$ cat config.mk
export PLATFORM = sky130hd
export DESIGN_NAME = ram_port_arbiter
export DESIGN_NICKNAME = d
export VERILOG_FILES = /design/src/rtl/ram_port_arbiter.sv
export SDC_FILE = /design/constraint.sdc
export NUM_CORES = 1
export LEC_CHECK = 0
export ABC_AREA = 1
export CAP_MARGIN = 20
export CORE_MARGIN = 10
export CORE_UTILIZATION = 40
export DETAILED_ROUTE_END_ITERATION = 8
export GPL_TIMING_DRIVEN = 0
export PLACE_DENSITY = 0.8
export SLEW_MARGIN = 15
export SYNTH_ARGS = -nofsm -noshare
export SYNTH_HDL_FRONTEND = slang
export SYNTH_SLANG_ARGS = --single-unit
$ cat constraint.sdc
create_clock -name clk_i -period 1.9 [get_ports clk_i]
set_clock_uncertainty 0.2 [all_clocks]
set_input_delay 0.38 -clock clk_i [delete_from_list [all_inputs] [get_ports clk_i]]
set_output_delay 0.38 -clock clk_i [all_outputs]
set_load 0.005 [all_outputs]
$ cat src/rtl/ram_port_arbiter.sv
// Two-master (fetch M0, load/store M1) round-robin arbiter in front of the board RAM controller.
// Optional slave timeout is compiled in with `define RAM_ARBITER_TIMEOUT_EN.
module ram_port_arbiter #(
  parameter int ADDR_WIDTH     = 25,
  parameter int TIMEOUT_CYCLES = 1024
) (
  input  logic                  clk_i,
  input  logic                  rst_i,
  input  logic                  m0_stb_i,
  input  logic [ADDR_WIDTH-1:0] m0_addr_i,
  output logic [31:0]           m0_data_o,
  output logic                  m0_ack_o,
  output logic                  m0_err_o,
  input  logic                  m1_stb_i,
  input  logic                  m1_we_i,
  input  logic [3:0]            m1_sel_i,
  input  logic [ADDR_WIDTH-1:0] m1_addr_i,
  input  logic [31:0]           m1_data_i,
  output logic [31:0]           m1_data_o,
  output logic                  m1_ack_o,
  output logic                  m1_err_o,
  output logic                  s_stb_o,
  output logic                  s_we_o,
  output logic [3:0]            s_sel_o,
  output logic [ADDR_WIDTH-1:0] s_addr_o,
  output logic [31:0]           s_data_o,
  input  logic [31:0]           s_data_i,
  input  logic                  s_ack_i
);

  typedef enum logic [1:0] {IDLE, GRANT_M0, GRANT_M1} state_t;

  typedef struct packed {
    logic                  we;
    logic [3:0]            sel;
    logic [ADDR_WIDTH-1:0] addr;
    logic [31:0]           data;
  } s_req_t;

  state_t        state_q, state_d;
  logic          last_q, last_d;       // 1: M1 was granted last
  logic          stb_q, stb_d;
  s_req_t        req_q, req_d;
  logic [31:0]   m0_dat_q, m0_dat_d, m1_dat_q, m1_dat_d;
  logic          m0_ack_q, m0_ack_d, m1_ack_q, m1_ack_d;
  logic          m0_elig, m1_elig, pick_m1, tout;

`ifdef RAM_ARBITER_TIMEOUT_EN
  localparam int CW = (TIMEOUT_CYCLES > 1) ? $clog2(TIMEOUT_CYCLES) : 1;
  localparam logic [CW-1:0] CNT_MAX = CW'(TIMEOUT_CYCLES - 1);
  logic [CW-1:0] cnt_q, cnt_d;
  logic          m0_err_q, m0_err_d, m1_err_q, m1_err_d;
  assign m0_err_o = m0_err_q;
  assign m1_err_o = m1_err_q;
`else
  assign m0_err_o = 1'b0;
  assign m1_err_o = 1'b0;
`endif

  // a master finishing this cycle is still holding stb; don't grant it again
  assign m0_elig = m0_stb_i & ~m0_ack_q & ~m0_err_o;
  assign m1_elig = m1_stb_i & ~m1_ack_q & ~m1_err_o;

  always_comb begin
    state_d  = state_q;
    last_d   = last_q;
    stb_d    = stb_q;
    req_d    = req_q;
    m0_dat_d = m0_dat_q;
    m1_dat_d = m1_dat_q;
    m0_ack_d = 1'b0;
    m1_ack_d = 1'b0;
    pick_m1  = 1'b0;
    tout     = 1'b0;
`ifdef RAM_ARBITER_TIMEOUT_EN
    cnt_d    = cnt_q;
    m0_err_d = 1'b0;
    m1_err_d = 1'b0;
    tout     = (cnt_q == CNT_MAX);
`endif
    case (state_q)
      IDLE: begin
        if (m0_elig || m1_elig) begin
          pick_m1 = m1_elig & (~m0_elig | ~last_q);
          if (pick_m1) begin
            req_d.we   = m1_we_i;
            req_d.sel  = m1_sel_i;
            req_d.addr = m1_addr_i;
            req_d.data = m1_data_i;
          end else begin
            req_d.we   = 1'b0;
            req_d.sel  = 4'hF;
            req_d.addr = m0_addr_i;
            req_d.data = 32'h0;
          end
          stb_d   = 1'b1;
          last_d  = pick_m1;
          state_d = pick_m1 ? GRANT_M1 : GRANT_M0;
`ifdef RAM_ARBITER_TIMEOUT_EN
          cnt_d   = '0;
`endif
        end
      end
      GRANT_M0, GRANT_M1: begin
        if (s_ack_i) begin
          stb_d   = 1'b0;
          state_d = IDLE;
          if (state_q == GRANT_M1) begin
            m1_ack_d = 1'b1;
            m1_dat_d = s_data_i;
          end else begin
            m0_ack_d = 1'b1;
            m0_dat_d = s_data_i;
          end
        end else if (tout) begin
          stb_d   = 1'b0;
          state_d = IDLE;
`ifdef RAM_ARBITER_TIMEOUT_EN
          m1_err_d = (state_q == GRANT_M1);
          m0_err_d = (state_q == GRANT_M0);
`endif
        end else begin
`ifdef RAM_ARBITER_TIMEOUT_EN
          cnt_d = cnt_q + 1'b1;
`endif
        end
      end
      default: begin
        stb_d   = 1'b0;
        state_d = IDLE;
      end
    endcase
  end

  always_ff @(posedge clk_i) begin
    if (rst_i) begin
      state_q  <= IDLE;
      last_q   <= 1'b1;
      stb_q    <= 1'b0;
      req_q    <= '0;
      m0_dat_q <= '0;
      m1_dat_q <= '0;
      m0_ack_q <= 1'b0;
      m1_ack_q <= 1'b0;
`ifdef RAM_ARBITER_TIMEOUT_EN
      cnt_q    <= '0;
      m0_err_q <= 1'b0;
      m1_err_q <= 1'b0;
`endif
    end else begin
      state_q  <= state_d;
      last_q   <= last_d;
      stb_q    <= stb_d;
      req_q    <= req_d;
      m0_dat_q <= m0_dat_d;
      m1_dat_q <= m1_dat_d;
      m0_ack_q <= m0_ack_d;
      m1_ack_q <= m1_ack_d;
`ifdef RAM_ARBITER_TIMEOUT_EN
      cnt_q    <= cnt_d;
      m0_err_q <= m0_err_d;
      m1_err_q <= m1_err_d;
`endif
    end
  end

  assign s_stb_o   = stb_q;
  assign s_we_o    = req_q.we;
  assign s_sel_o   = req_q.sel;
  assign s_addr_o  = req_q.addr;
  assign s_data_o  = req_q.data;
  assign m0_data_o = m0_dat_q;
  assign m1_data_o = m1_dat_q;
  assign m0_ack_o  = m0_ack_q;
  assign m1_ack_o  = m1_ack_q;

endmodule

# [After elaboration in Yosys (flattened, before gate mapping)]
# Index checks and enable logic that the tools add are counted.
[word_totals] in_bits=124 regBits=132 romBits=0 ramBits=0 wordCells=44 out_inout_bits=131 latchBits=0 n_memories=0
[op_classes] mux=10 n_reduce_logical=8 bitwise=11 div_mod_pow=0 eq_ne=4 magnitude_cmp=0 n_addsub=0 mul=0 shift=0
[op_table] cell="$mux W62" n=1
[op_table] cell="$not A1 Y1" n=7
[op_table] cell="$mux W2" n=3
[op_table] cell="$reduce_and A3 Y1" n=2
[op_table] cell="$mux W1" n=4
[op_table] cell="$ne A2 B2 Y1 const B" n=2
[op_table] cell="$pmux W2 S2" n=1
[op_table] cell="$reduce_and A2 Y1" n=2
[op_table] cell="$and A1 B1 Y1" n=3
[op_table] cell="$reduce_or A3 Y1" n=1
[op_table] cell="$eq A2 B1 Y1 const B" n=1
[op_table] cell="$eq A2 B2 Y1 const B" n=1
[op_table] cell="$logic_not A2 Y1" n=1
[op_table] cell="$pmux W1 S2" n=1
[op_table] cell="$reduce_or A2 Y1" n=1
[op_table] cell="$logic_or A1 B1 Y1" n=1
[op_table] cell="$or A1 B1 Y1" n=1

# [Logic depth before layout (Yosys ltp)]
[depth] word_depth=8 ltp_mapped=9 ltp_nobuf=8

# [Worst setup path after synthesis]
# OpenSTA, ideal clock, no wires.
[synth_timing] path_kind="register to register" from="reg state_q[1]" to="reg m0_dat_q[10], in the netlist m0_data_o[10]" period_less_slack_ns=1.573 arrival_ns=1.257 path_buffers=1 path_stages_with_launch=9 slack_ns=0.327 cell_sequence="dfxtp_1 > inv_1 > ha_1 > nand2_1 > nor2_4 > inv_1 > buf_2 > nor2_1 > nor2_1"
[synth_between] elab_chain_len=3
[synth_lines] item="from (decl)" line="40" text="state_t state_q, state_d;"
[synth_lines] item="from (signal assigned)" line="151" text="state_q <= state_d;"
[synth_lines] item="$eq A2 B2 Y1 / $eq A2 B1 Y1 (equally long branches)" line="81, 108"
[synth_lines] item="$reduce_or A2 Y1 / $not A1 Y1 (equally long branches)"
[synth_lines] item="$reduce_and A3 Y1 (no line) (*)"
[synth_lines] item="to (signal assigned)" line="155" text="m0_dat_q <= m0_dat_d;"
[synth_lines] item="to (decl)" line="44" text="logic [31:0] m0_dat_q, m0_dat_d, m1_dat_q, m1_dat_d;"
# Every way passes the cells marked *; elsewhere a longest branch is shown, timed or not.
# A chain may end at the register's enable or synchronous reset.

# [Worst setup path in the final report]
[layout_timing] from="reg m1_dat_q[8], in the netlist m1_data_o[8]" to="out m1_data_o[8]"
[layout_lines] item="from (decl)" line="44"
[layout_lines] item="from (signal assigned)" line="156" text="m1_dat_q <= m1_dat_d;"
[layout_lines] item="to (decl)" line="19" text="output logic [31:0] m1_data_o,"
# No word-level cell between the ends.

==> run summary <==
The leading register cell type out of synthesis was sky130_fd_sc_hd__dfxtp_1. The fraction of registers with async set or reset after synthesis came out at 0%. The post-route netlist has 7.739% of its cells at a drive strength greater than 1.

The leakage power of the design came out at 0.004170 uW. The clock latency on the worst-skew pair is 0.41 ns. For the total routing usage reported by global routing, the log shows 20.51%. The largest single stage delay on the critical path is 0.52 ns. The number of design rule violations left after detail routing was 0. The logs give -0.1608 ns for the worst slack at placement and 5,424 for the count of vias placed by the detailed router. Of the available clock period, the critical path in the final layout requires 98.52%. The highest-delay cell along the critical path was sky130_fd_sc_hd__clkdlybuf4s50_1.

For the number of slew-limit violations in the final report, the log shows 0. The placer's final routability congestion estimate was 0.8356. In the final layout, the multi-input gates occupy 0.002041 sq mm. The final hold violation count was 0; the via density per instance was 4.700.

The count of flip-flops with a built-in enable after synthesis was 0. For this configuration, the core starts out at a cell density of 41.00%. The post-route worst hold slack is 0.2010 ns.

In this run the critical register-to-register path is captured at m0_data_o[5]$_SDFFE_PP0P_. The number of max-capacitance violations reported came out at 0. Data on the critical path is required at its endpoint by 1.32 ns. CTS placed an instance of sky130_fd_sc_hd__clkbuf_16 at the clock tree root. The synthesized design spends more area on one cell type than any other, namely sky130_fd_sc_hd__dfxtp_1. The number of setup violations in the final report was 0; the cell depth of the worst min-delay path was 4. The tools report the worst setup slack for register-to-register paths as 0.13 ns. The top achievable clock speed was 534.2 MHz. Walking the worst path, the cells encountered are clkdlybuf4s50_1.

Measured along the y axis, the die boundary spans 133.7 microns. The startpoint identified for the worst register-to-register timing path is state_q[0]$_SDFFE_PP0P_. Number of global-route vias before repair: 5,459.

The number of placement rows came out at 41. The finished cells cover 0.008651 sq mm. Proportion of synthesized chip area in sequential cells: 51.08%. Power spread over the standard cell area amounts to 1030 mW/mm^2. In this run, CTS created clock tree buffers numbering 17. The clock transition at the register clock pins on the worst setup and hold paths after CTS is 0.06 ns. The share of total power dissipated in combinational logic is 23.6%. For the worst setup path, the data arrival time is 1.29 ns. The most common cell in the synthesized netlist is sky130_fd_sc_hd__nor2_1.

TritonCTS built the clock tree. For the number of warnings issued by yosys, the log shows 0. Of the post-synthesis cell area, the dominant cell type holds 51.08%. The number of antenna diodes in the final layout is 0. The area added between synthesis and finish came out at 67.21%. Cell area reported after detailed placement: 0.007905 sq mm. In this run the number of H-tree levels came out at 4. The tools report the number of antenna violations at the first check in global routing as 0. The classification of the worst setup path is reg -> out. The maximum clock path buffer count is 2, and the largest vdd supply drop is 0.6592 mV. The netlist uses 25 different library cells. The run finished with clean final reports.

The tools report the switching component of the power as 2335 uW. The final layout contains routed wiring with a total length of 18.85 mm. The power consumption was 8908 uW; the number of cell instances on the worst register-to-register path was 8.

The internal power was 6573 uW. The final global-route overflow total came out at 0. The half-perimeter wire length of the detailed placement result is 14.47 mm, and the count of clock tree sinks is 132. The worst path needs 1.872 ns of the cycle, external delays included. In the final layout, flip-flops and latches occupy 0.002644 sq mm.

The first routing iteration left 276 violations. Registers are responsible for 36.6% of the overall power. The first TritonRoute pass finished after 4 iterations.

Startpoint class of the critical path: a register. The number of nets in the layout was 1,096. In the final routed layout, each cell accounts on average for 16.34 microns.

Entering global routing, the biggest net connects 17 pins. The worst path meets setup with 0.02809 ns of slack. In this run the horizontal extent of the chip is 133.7 microns. The cell count after synthesis came out at 697.

For hold timing, the worst endpoint is s_addr_o[2]$_SDFFE_PP0P_. The post-synthesis instance area came out at 0.005174 sq mm. The count of buffers added on input and output ports is 251. In the post-synthesis netlist, the biggest area contributors are sky130_fd_sc_hd__dfxtp_1 (51%), sky130_fd_sc_hd__nor2_1 (9.9%), sky130_fd_sc_hd__nand2_1 (9.1%). Counting the fill cells in the layout gives 1,077.

Sorting the synthesized cells by how often they occur yields sky130_fd_sc_hd__nor2_1 (136), sky130_fd_sc_hd__dfxtp_1 (132), sky130_fd_sc_hd__nand2_1 (126). After synthesis the netlist holds a flip-flop and latch count of 132. The family of cells with the greatest summed delay on the critical path was buffers and inverters.

The floorplan step defined a die boundary enclosing 0.01788 sq mm. Type of destination of the critical path: a primary output. For the core area, the log shows 0.01262 sq mm.

Hold path startpoint: rst_i. The share of total power consumed by net switching is 26.21%. The number of antenna-violating nets in the routed design is 0. The number of buffers and inverters on the critical path came out at 1.

The first global-routing pass estimated 29.00 mm of wire. The top-level I/O count was 255; the average size of a mapped cell was 7.423 sq um. In this run the worst path has a maximum fanout of 2. The classification of the worst-slack hold path was in -> reg.

Of the total power, the clock network draws 39.7%.
## per-stage QoR
step                util, %  std cells   TNS (ns)
floorplan                 -        698          0
global placement      62.64       1121     -5.383
detailed placement    62.64       1121     -5.822
CTS                   67.74       1153          0
global route          68.55       1154  -0.001608
finish                68.55       1154          0
## logic make-up after synthesis
| family | count (synthesis) | synth area share, % |
|---|---|---|
| buf+inv | 107 | 9.553 |
| other cells | 1 | 0.07248 |
| fa+ha+maj | 3 | 0.7256 |
| flops | 132 | 51.08 |
| simple gates | 325 | 26.09 |
| compound gates | 129 | 12.48 |
## layout by cell type, fill, tap and decap left out, drive strengths merged
master,count
dlymetal6s2s,34
dfxtp,132
o21ai,68
bufinv,4
clkdlybuf4s50,214
clkinvlp,2
clkbuf,38
nand3,54
nor2,137
inv,60
conb,2
nor3,1
buf,33
nor3b,1
ha,3
nand2,130
clkinv,3
nand4,2
dlygate4sd2,3
a21oi,61
## power groups by stage
stage | clock network [uW] | logic (uW) | registers, uW
2_1_floorplan | 0 | 893 | 3340
3_3_place_gp | 0 | 2100 | 3300
3_5_place_dp | 0 | 2130 | 3320
4_1_cts | 3600 | 2140 | 3270
5_1_grt | 3720 | 2340 | 3300
6_report | 3540 | 2110 | 3260
## flip-flops by register name (all words and copies together), names as in the netlist
register,cells
s_sel_o,4
m0_data_o,32
last_q,1
m1_ack_o,1
s_we_o,1
s_stb_o,1
state_q,2
m0_ack_o,1
s_addr_o,25
s_data_o,32
m1_data_o,32
## worst max path at each step
stage	start	endpoint	slack [ns]	cells after the start
floorplan	state_q[1]$_SDFFE_PP0P_	m0_data_o[10]$_SDFFE_PP0P_	0.33	8
global placement	s_ack_i	m0_data_o[19]$_SDFFE_PP0P_	-0.13	6
detailed placement	s_ack_i	m0_data_o[11]$_SDFFE_PP0P_	-0.16	6
CTS	m1_ack_o$_SDFF_PP0_	m1_ack_o	0.003	1
global route	state_q[0]$_SDFFE_PP0P_	m0_data_o[2]$_SDFFE_PP0P_	-0.001	8
finish	m1_data_o[8]$_SDFFE_PP0P_	m1_data_o[8]	0.03	1
## timing repair
item	4_1_cts	5_1_grt
endpoints found under the setup margin	3	64
hold endpoints to repair	0	0
setup buffers	0	1
gates resized for setup	3	46
pin swaps	0	1
hold buffers	0	0
## cell type report
type,count,share of cell area [%]
clock inverter,8,1.678
clock buffer,24,5.800
timing repair buffer,252,30.07
tap,172,2.488
sequential,132,30.56
inverter,61,2.734
multi-input combinational,459,23.59
buffer,46,3.081
## metal layers
metal  GRT usage, %  wire [microns]
met1          22.05            7294
met2          34.61            9272
met3          9.323            1884
met4          7.678             402
met5              0               0
Note: power is estimated with default switching activity, not from simulation.
